**config.mk**
```make
export PLATFORM = sky130hd
export DESIGN_NAME = frame_ram_writer_flat
export DESIGN_NICKNAME = d
export VERILOG_FILES = /design/src/rtl/spirose_pkg.sv /design/src/rtl/frame_ram_writer_if.sv /design/src/rtl/frame_ram_writer_raster_to_col_addr.sv /design/src/rtl/frame_ram_writer.sv /design/src/flat_wrapper.sv
export SDC_FILE = /design/constraint.sdc
export NUM_CORES = 1
export LEC_CHECK = 0
export ABC_AREA = 1
export BUFFER_PORTS_ARGS = -buffer_cell sky130_fd_sc_hd__buf_2
export CORE_ASPECT_RATIO = 1.25
export CORE_MARGIN = 2
export CORE_UTILIZATION = 50
export CTS_CLUSTER_SIZE = 24
export DETAILED_ROUTE_END_ITERATION = 12
export PLACE_DENSITY_LB_ADDON = 0.1
export SLEW_MARGIN = 10
export SYNTH_ARGS = -nofsm -noshare
export SYNTH_HDL_FRONTEND = slang
export SYNTH_SLANG_ARGS = --single-unit
```
**constraint.sdc**
```tcl
create_clock -name clk -period 3.6 [get_ports clk]
set_clock_uncertainty 0.1 [all_clocks]
set_input_delay 0 -clock clk [delete_from_list [all_inputs] [get_ports clk]]
set_output_delay 0 -clock clk [all_outputs]
set_load 0.01 [all_outputs]
```
**src/rtl/spirose_pkg.sv**
```systemverilog
// rtl/spirose_pkg.sv - shared types and helpers for the frame RAM writer
package spirose_pkg;

    localparam int RAM_ADDR_W = 32;

    typedef logic [23:0] rgb_t;

    typedef enum logic {
        IDLE,
        WRITE
    } fw_state_t;

    function automatic logic [RAM_ADDR_W-1:0] bank_base(input logic bank, input int frame_words);
        return bank ? RAM_ADDR_W'(frame_words) : '0;
    endfunction

endpackage

```
**src/rtl/frame_ram_writer_if.sv**
```systemverilog
// rtl/frame_ram_writer_if.sv - pixel stream, RAM write port and reader handshake bundle
interface frame_ram_writer_if;
    import spirose_pkg::*;

    logic                  rgb_valid;
    logic                  rgb_sof;
    rgb_t                  rgb_data;
    logic                  ram_wr_en;
    logic [RAM_ADDR_W-1:0] ram_wr_addr;
    rgb_t                  ram_wr_data;
    logic                  rd_eof;
    logic                  rd_bank;
    logic                  frame_pending;
    logic [15:0]           frames_dropped;
    logic                  err_short;

    modport master (
        output rgb_valid, rgb_sof, rgb_data, rd_eof,
        input  ram_wr_en, ram_wr_addr, ram_wr_data, rd_bank,
        input  frame_pending, frames_dropped, err_short
    );

    modport slave (
        input  rgb_valid, rgb_sof, rgb_data, rd_eof,
        output ram_wr_en, ram_wr_addr, ram_wr_data, rd_bank,
        output frame_pending, frames_dropped, err_short
    );
endinterface

```
**src/rtl/frame_ram_writer_raster_to_col_addr.sv**
```systemverilog
// rtl/frame_ram_writer_raster_to_col_addr.sv - raster position counters yielding column-major offset
module raster_to_col_addr
    import spirose_pkg::*;
#(
    parameter int IMG_W = 80,
    parameter int IMG_H = 48
) (
    input  logic                  clk,
    input  logic                  rst,
    input  logic                  clear,
    input  logic                  step,
    output logic [RAM_ADDR_W-1:0] offset,
    output logic                  last_pixel
);
    localparam int XW = (IMG_W > 1) ? $clog2(IMG_W) : 1;
    localparam int YW = (IMG_H > 1) ? $clog2(IMG_H) : 1;

    logic [XW-1:0]         x, src_x, nxt_x;
    logic [YW-1:0]         y, src_y, nxt_y;
    logic [RAM_ADDR_W-1:0] col_base, src_col, nxt_col;

    // clear and step together means "origin consumed": land on the pixel after (0,0)
    always_comb begin
        src_x   = clear ? '0 : x;
        src_y   = clear ? '0 : y;
        src_col = clear ? '0 : col_base;
        nxt_x   = src_x;
        nxt_y   = src_y;
        nxt_col = src_col;
        if (step) begin
            if (src_x == XW'(IMG_W - 1)) begin
                nxt_x   = '0;
                nxt_y   = src_y + 1'b1;
                nxt_col = '0;
            end else begin
                nxt_x   = src_x + 1'b1;
                nxt_col = src_col + RAM_ADDR_W'(IMG_H);
            end
        end
    end

    always_ff @(posedge clk) begin
        if (rst) begin
            x        <= '0;
            y        <= '0;
            col_base <= '0;
        end else begin
            x        <= nxt_x;
            y        <= nxt_y;
            col_base <= nxt_col;
        end
    end

    assign offset     = col_base + RAM_ADDR_W'(y);
    assign last_pixel = (x == XW'(IMG_W - 1)) && (y == YW'(IMG_H - 1));

endmodule

```
**src/rtl/frame_ram_writer.sv**
```systemverilog
// rtl/frame_ram_writer.sv - transposing ping-pong frame RAM writer with reader-handshaked bank swap
module frame_ram_writer
    import spirose_pkg::*;
#(
    parameter int IMG_W = 80,
    parameter int IMG_H = 48
) (
    input  logic                clk,
    input  logic                rst,
    frame_ram_writer_if.slave   bus
);
    localparam int   FRAME_WORDS = IMG_W * IMG_H;
    localparam logic ORIGIN_LAST = (IMG_W == 1) && (IMG_H == 1);

    fw_state_t             state;
    logic                  wb;
    logic                  rd_bank_q;
    logic                  pending_q;
    logic [15:0]           dropped_q;
    logic                  err_q;
    logic                  wr_en_q;
    logic [RAM_ADDR_W-1:0] wr_addr_q;
    rgb_t                  wr_data_q;

    logic                  is_sof, accept, pix_last, frame_done;
    logic                  swap_pending, swap_done, drop;
    logic                  ctr_clear, ctr_step, pix_bank;
    logic [RAM_ADDR_W-1:0] offset, wr_off;
    logic                  last_pixel;

    raster_to_col_addr #(.IMG_W(IMG_W), .IMG_H(IMG_H)) u_addr (
        .clk        (clk),
        .rst        (rst),
        .clear      (ctr_clear),
        .step       (ctr_step),
        .offset     (offset),
        .last_pixel (last_pixel)
    );

    always_comb begin
        is_sof     = bus.rgb_valid & bus.rgb_sof;
        accept     = is_sof | (bus.rgb_valid & (state == WRITE));
        pix_last   = is_sof ? ORIGIN_LAST : last_pixel;
        wr_off     = is_sof ? '0 : offset;
        frame_done = accept & pix_last;
        // a waiting frame swaps first; otherwise a frame finishing this cycle swaps itself
        swap_pending = bus.rd_eof & pending_q;
        swap_done    = bus.rd_eof & ~pending_q & frame_done;
        drop         = is_sof & pending_q & ~bus.rd_eof;
        // after a pending swap the new frame lands in the bank the reader just released
        pix_bank     = swap_pending ? ~wb : wb;
        ctr_clear    = is_sof | frame_done;
        ctr_step     = accept & ~pix_last;
    end

    always_ff @(posedge clk) begin
        if (rst) begin
            state     <= IDLE;
            wb        <= 1'b1;
            rd_bank_q <= 1'b0;
            pending_q <= 1'b0;
            dropped_q <= '0;
            err_q     <= 1'b0;
            wr_en_q   <= 1'b0;
            wr_addr_q <= '0;
            wr_data_q <= '0;
        end else begin
            wr_en_q <= accept;
            if (accept) begin
                wr_addr_q <= bank_base(pix_bank, FRAME_WORDS) + wr_off;
                wr_data_q <= bus.rgb_data;
                state     <= pix_last ? IDLE : WRITE;
            end
            if (is_sof && state == WRITE)
                err_q <= 1'b1;
            if (swap_pending || swap_done) begin
                rd_bank_q <= wb;
                wb        <= ~wb;
            end
            if (drop && dropped_q != 16'hFFFF)
                dropped_q <= dropped_q + 16'd1;
            if (frame_done && !swap_done)
                pending_q <= 1'b1;
            else if (swap_pending || drop)
                pending_q <= 1'b0;
        end
    end

    assign bus.ram_wr_en      = wr_en_q;
    assign bus.ram_wr_addr    = wr_addr_q;
    assign bus.ram_wr_data    = wr_data_q;
    assign bus.rd_bank        = rd_bank_q;
    assign bus.frame_pending  = pending_q;
    assign bus.frames_dropped = dropped_q;
    assign bus.err_short      = err_q;

endmodule

```
**src/flat_wrapper.sv**
```systemverilog
// flat-port wrapper written by rule: the top's interface ports become plain ports
module frame_ram_writer_flat import spirose_pkg::*;
#(
    parameter int IMG_W = 80,
    parameter int IMG_H = 48
)
  (clk, rst, bus_rgb_valid, bus_rgb_sof, bus_rgb_data, bus_rd_eof, bus_ram_wr_en, bus_ram_wr_addr, bus_ram_wr_data, bus_rd_bank, bus_frame_pending, bus_frames_dropped, bus_err_short);
  frame_ram_writer_if bus_i ();
  input  logic clk;
  input  logic rst;
  input wire logic [$bits(bus_i.rgb_valid)-1:0] bus_rgb_valid;
  input wire logic [$bits(bus_i.rgb_sof)-1:0] bus_rgb_sof;
  input wire logic [$bits(bus_i.rgb_data)-1:0] bus_rgb_data;
  input wire logic [$bits(bus_i.rd_eof)-1:0] bus_rd_eof;
  output wire logic [$bits(bus_i.ram_wr_en)-1:0] bus_ram_wr_en;
  output wire logic [$bits(bus_i.ram_wr_addr)-1:0] bus_ram_wr_addr;
  output wire logic [$bits(bus_i.ram_wr_data)-1:0] bus_ram_wr_data;
  output wire logic [$bits(bus_i.rd_bank)-1:0] bus_rd_bank;
  output wire logic [$bits(bus_i.frame_pending)-1:0] bus_frame_pending;
  output wire logic [$bits(bus_i.frames_dropped)-1:0] bus_frames_dropped;
  output wire logic [$bits(bus_i.err_short)-1:0] bus_err_short;
  assign bus_i.rgb_valid = bus_rgb_valid;
  assign bus_i.rgb_sof = bus_rgb_sof;
  assign bus_i.rgb_data = bus_rgb_data;
  assign bus_i.rd_eof = bus_rd_eof;
  assign bus_ram_wr_en = bus_i.ram_wr_en;
  assign bus_ram_wr_addr = bus_i.ram_wr_addr;
  assign bus_ram_wr_data = bus_i.ram_wr_data;
  assign bus_rd_bank = bus_i.rd_bank;
  assign bus_frame_pending = bus_i.frame_pending;
  assign bus_frames_dropped = bus_i.frames_dropped;
  assign bus_err_short = bus_i.err_short;
  frame_ram_writer #(.IMG_W(IMG_W), .IMG_H(IMG_H)) u_core (.clk(clk), .rst(rst), .bus(bus_i));
endmodule
```
# == After elaboration in Yosys (flattened, before gate mapping) ==
# Cells that the tools add are included.
# totals
regBits,123
inputBits,29
output_inout_bits,76
wordCells,61
# classes
add_sub_neg,6
n_eq_ne,4
muxes,16
n_bitwise,15
n_reduce_logical,8
# ops
cell,n
$mux W32,4
$add A32 B32 Y32,1
$add A32 B6 Y32,1
$add A32 B6 Y32 const B,1
$mux W7,3
$mux W6,3
$add A16 B1 Y16 const B,1
$ne A16 B16 Y1 const B,1
$eq A7 B7 Y1 const B,2
$mux W12,1
$and A1 B1 Y1,9
$add A7 B1 Y7 const B,1
$add A6 B1 Y6 const B,1
$eq A6 B6 Y1 const B,1
$mux W1,5
$logic_and A1 B1 Y1,4
$not A1 Y1,4
$logic_or A1 B1 Y1,2
$or A1 B1 Y1,2
$reduce_bool A2 Y1,1
$logic_not A1 Y1,1

# == Longest topological paths before layout ==
# logic_depth
ltp_word,9
ltp_mapped,27

# == By module ==
# Synthesis repeated with hierarchy kept, for this count alone.
# unflattened
cells_unflattened,1117
hier_area_um2,7282.0
# by_module_without_submodules
module,n_inst,cells_per_inst,area_each_um2,seq_area_each_um2
frame_ram_writer,1,620,4083.9,1561.5
raster_to_col_addr,1,497,3198.1,900.9

# == Worst setup path after synthesis ==
# No wires, ideal clock.
# synth_path
kind,register to register
from,reg u_core.u_addr.y[0]
to,"reg u_core.wr_addr_q[24], in the netlist u_core.bus.ram_wr_addr[24]"
arrival_time_ns,3.296
required_time_ns,3.391
slack_ns,0.095
stages_incl_launch_ff,25
path_buffers,1
cell_sequence,dfxtp_1 ha_1 inv_1 fa_1 inv_1 nand2_1 nand2_1 nand3_2 nand2_4 buf_8 o21ai_0 a21oi_1 ha_1 inv_1 fa_1 nand3b_1 and2_1 nor2_1 nand2_1 nor2_2 nand3_1 o21bai_1 nand3_1 nand2_1 inv_1
# synth_via
elab_chain_cells,3
# synth_rtl
element,line,source
from (decl),frame_ram_writer_raster_to_col_addr.sv:19,"logic [YW-1:0] y, src_y, nxt_y;"
from (signal assigned),frame_ram_writer_raster_to_col_addr.sv:49,y <= nxt_y;
$add A32 B6 Y32,frame_ram_writer_raster_to_col_addr.sv:54,assign offset = col_base + RAM_ADDR_W'(y);
$mux W32,frame_ram_writer.sv:44,wr_off = is_sof ? '0 : offset;
$add A32 B32 Y32,frame_ram_writer.sv:70,"wr_addr_q <= bank_base(pix_bank, FRAME_WORDS) + wr_off;"
to (signal assigned),frame_ram_writer.sv:70,
to (decl),frame_ram_writer.sv:22,logic [RAM_ADDR_W-1:0] wr_addr_q;
# No other way between the ends.
# A chain may end at the register's enable or synchronous reset.

# == Worst setup path after layout ==
# Ends and elaborated chain as after synthesis.

==> out/qor.yml <==
status: "finished clean"
ioPinCount: 105
synth_cells: 1132
max_slew.worst_pin.slew_ns: 0.7401
yosys.area.top_type: "dfxtp_1"
grt_first_pass_wirelength_um: 34620
antenna_found_initial: 0
io_buffers: 104
synthFlopType: "dfxtp_1"
ys.warnings.count: 0
grt_max_degree: 67
synth_cell_types: 49
drc: 0
startpoint_type: "flip-flop"
coreArea_um2: 14410
required_ns: 3.83
drt_wl_total_um: 21370
worst_hold_path_type: "in -> reg"
synthXorXnorAreaFrac: 0.02497
synth_area_um2: 7367
min_period_ns: 3.399
yosys-top-cells-area: "dfxtp_1 33%, nand2_1 11%, nor2_1 9.4%"
endpoint_kind: "flip-flop"
placed_cells: 1397
routabilityCongestion: 0.9711
root_buffer: "clkbuf_16"
worst-path-max-fanout: 4
drt-pass1-iter-count: 5
clockBufferDepth: 2
max_slew_margin: 0.5066
die_y_um: 139.7
synth_mux_area_frac: 0
ys_seq_elements: 123
cts_made_buffers: 17
finalSetupTns_ns: 0
async_flop_share: 0
p_per_area_nw_per_um2: 378.7
area_growth_pct: 23.20
setup_violations: 0
instances_no_fill: 1465
first_iter_violations: 522
ir_worst_vdd_uv: 382.7
start_util: 0.5113
die-width_um: 112.6
clock_latency_ns: 0.43
vias_per_cell: 5.241
grt.overflow.total: 0
syn_nets: 1177
vias: 7678
nNetsFinal: 1319
synth_top_family_by_area: "simple AND/OR/NAND/NOR gates"
worstSetupPathType: "reg -> reg"
cts_htree_levels: 4
fp-row-count: 49
path_clk_slew_ns: 0.06
syn_avg_cell_area_um2: 6.508
design_area_um2: 9076
max_freq_mhz: 294.2
synth-compound-area-share: 0.1248
track_usage: 0.2729
synth-edff-count: 0
synth_top_area_share: 0.3342
clock-sinks: 123
hold_viol: 0
first_global_vias: 7091
wl_per_cell_um: 14.58
synthAdderAreaFrac: 0.02921
hold_slack_ns: 0.01319
ys_seq_area_frac: 0.3342
rrSetupSlack_ns: 0.20
ant_nets: 0
drv_slew: 0
die_area_um2: 15730
placed_area_um2: 8082
p_leak_nw: 4.071
maxCapViolCount: 0
fin_crit_sh: 0.9440
num_antenna_cells: 0
crit_arrival_ns: 3.63
synthSimpleGateAreaFrac: 0.3849
drive_gt1_frac: 0.1966
place_hpwl_um: 15450
cts_tree: "yes"
-- synth_stat cells (2+ instances only) --
cell type	count
o21a_1	4
xor2_1	15
nor3_1	32
nor2_4	9
a31oi_1	2
nor3_2	3
nor4_1	6
a21oi_1	61
nor2_1	185
nand2_2	18
nor2_2	15
nand3_1	81
o31ai_1	2
o21bai_1	7
nand3b_1	2
nand2_1	219
and2_1	2
o211ai_1	8
o21ai_0	65
nor3b_1	3
dfxtp_1	123
fa_1	2
nand4_1	21
buf_2	5
inv_1	144
o22ai_1	2
xnor2_1	6
inv_2	16
o21ai_1	3
clkbuf_1	23
buf_1	2
nand2_4	3
nand3_2	10
ha_1	14
a211oi_1	5
-- metal layers --
metal | vias to the layer above | track usage | wire [um]
li1 | 3938 | - | -
met5 | - | 0 | 0
met2 | 241 | 0.4617 | 10260
met4 | 0 | 0.1123 | 641
met3 | 41 | 0.05706 | 1216
met1 | 3458 | 0.3360 | 9245
-- cell families after synthesis --
group                      after synthesis
AOI/OAI and AO/OA                      164
and+or+nand+nor                        614
DFF                                    123
xor gates and xnor gates                21
adders and majority gates               16
buffers and inverters                  194
-- layout make-up --
| cell class | count | area [um^2] |
|---|---|---|
| fill | 1368 | 5331 |
| sequential | 123 | 2465 |
| timing repair buffer | 155 | 970.9 |
| tap | 178 | 222.7 |
| clock buffer | 19 | 442.9 |
| inverter | 162 | 609.3 |
| clock inverter | 13 | 141.4 |
| multi-input combinational | 815 | 4224 |
-- worst paths after layout --
path                           endpoint  depth (start not counted)                       from
max          u_core.bus.ram_wr_addr[24]                         23         u_core.u_addr.y[0]
max reg2reg  u_core.bus.ram_wr_addr[24]                         23         u_core.u_addr.y[0]
min            u_core.bus.frame_pending                          2                        rst
min reg2reg   u_core.u_addr.col_base[3]                          2  u_core.u_addr.col_base[3]
-- what timing repair did --
item,in CTS,in global routing
resized for setup,1,20
setup buffers,0,9
gates cloned,0,0
hold buffers,27,0
pin swaps,0,11
setup endpoints to repair,2,16
endpoints found under the hold margin,34,0
-- power breakdown --
group	switching (mW)	total, mW	internal (mW)
Clock	0.666	1.70	1.04
Sequential	0.0262	1.44	1.41
Combinational	0.181	0.296	0.115
-- worst max-delay path, cell delays in order, from the launching register on --
cell	delay (ns)
dfxtp_2	0.35
ha_4	0.13
inv_1	0.05
fa_2	0.33
inv_2	0.06
nand2_1	0.06
nand2_1	0.08
nand3_2	0.08
nand2_4	0.08
o21ai_0	0.07
a21oi_1	0.14
ha_2	0.20
inv_1	0.06
fa_2	0.35
nand3b_1	0.18
and2_4	0.18
nor2_4	0.13
nand2_4	0.08
nor2_4	0.14
nand3_4	0.09
o21bai_1	0.16
nand3_1	0.08
nand2_1	0.09
inv_1	0.03
-- through the flow --
stage | utilization | power [mW] | worst slack [ns]
final | 0.6300 | 3.437 | 0.2014
after global routing | 0.6300 | 3.556 | -0.03033
after CTS | 0.6204 | 3.453 | 0.02112
after detailed placement | 0.5609 | 1.736 | 0.006196
after global placement | 0.5609 | 1.734 | 0.09266
after floorplan | - | 1.630 | 0.09479
-- sequential cells by signal, summed over array words and instances, names as in the netlist --
| name | cells |
|---|---|
| u_core.bus.ram_wr_data | 24 |
| u_core.bus.frame_pending | 1 |
| u_core.bus.rd_bank | 1 |
| u_core.wb | 1 |
| u_core.u_addr.x | 7 |
| u_core.bus.frames_dropped | 16 |
| u_core.bus.ram_wr_addr | 32 |
| u_core.bus.err_short | 1 |
| u_core.u_addr.y | 6 |
| u_core.state | 1 |
| u_core.bus.ram_wr_en | 1 |
| u_core.u_addr.col_base | 32 |
-- layout by cell type (no fill, tap or decap), types with 8 or more instances in the layout --
| master | instances |
|---|---|
| nand2_2 | 18 |
| nand2_1 | 218 |
| clkbuf_16 | 17 |
| inv_1 | 143 |
| ha_1 | 12 |
| nand4_1 | 21 |
| nor2_2 | 15 |
| nor2_4 | 12 |
| nor3_1 | 32 |
| nand3_1 | 79 |
| dfxtp_1 | 121 |
| a21oi_1 | 61 |
| o211ai_1 | 8 |
| inv_2 | 17 |
| nand3_2 | 11 |
| xor2_1 | 15 |
| dlygate4sd3_1 | 27 |
| buf_2 | 104 |
| buf_4 | 24 |
| nor2_1 | 182 |
| o21ai_0 | 64 |
Power figures use the tool's default switching activity.
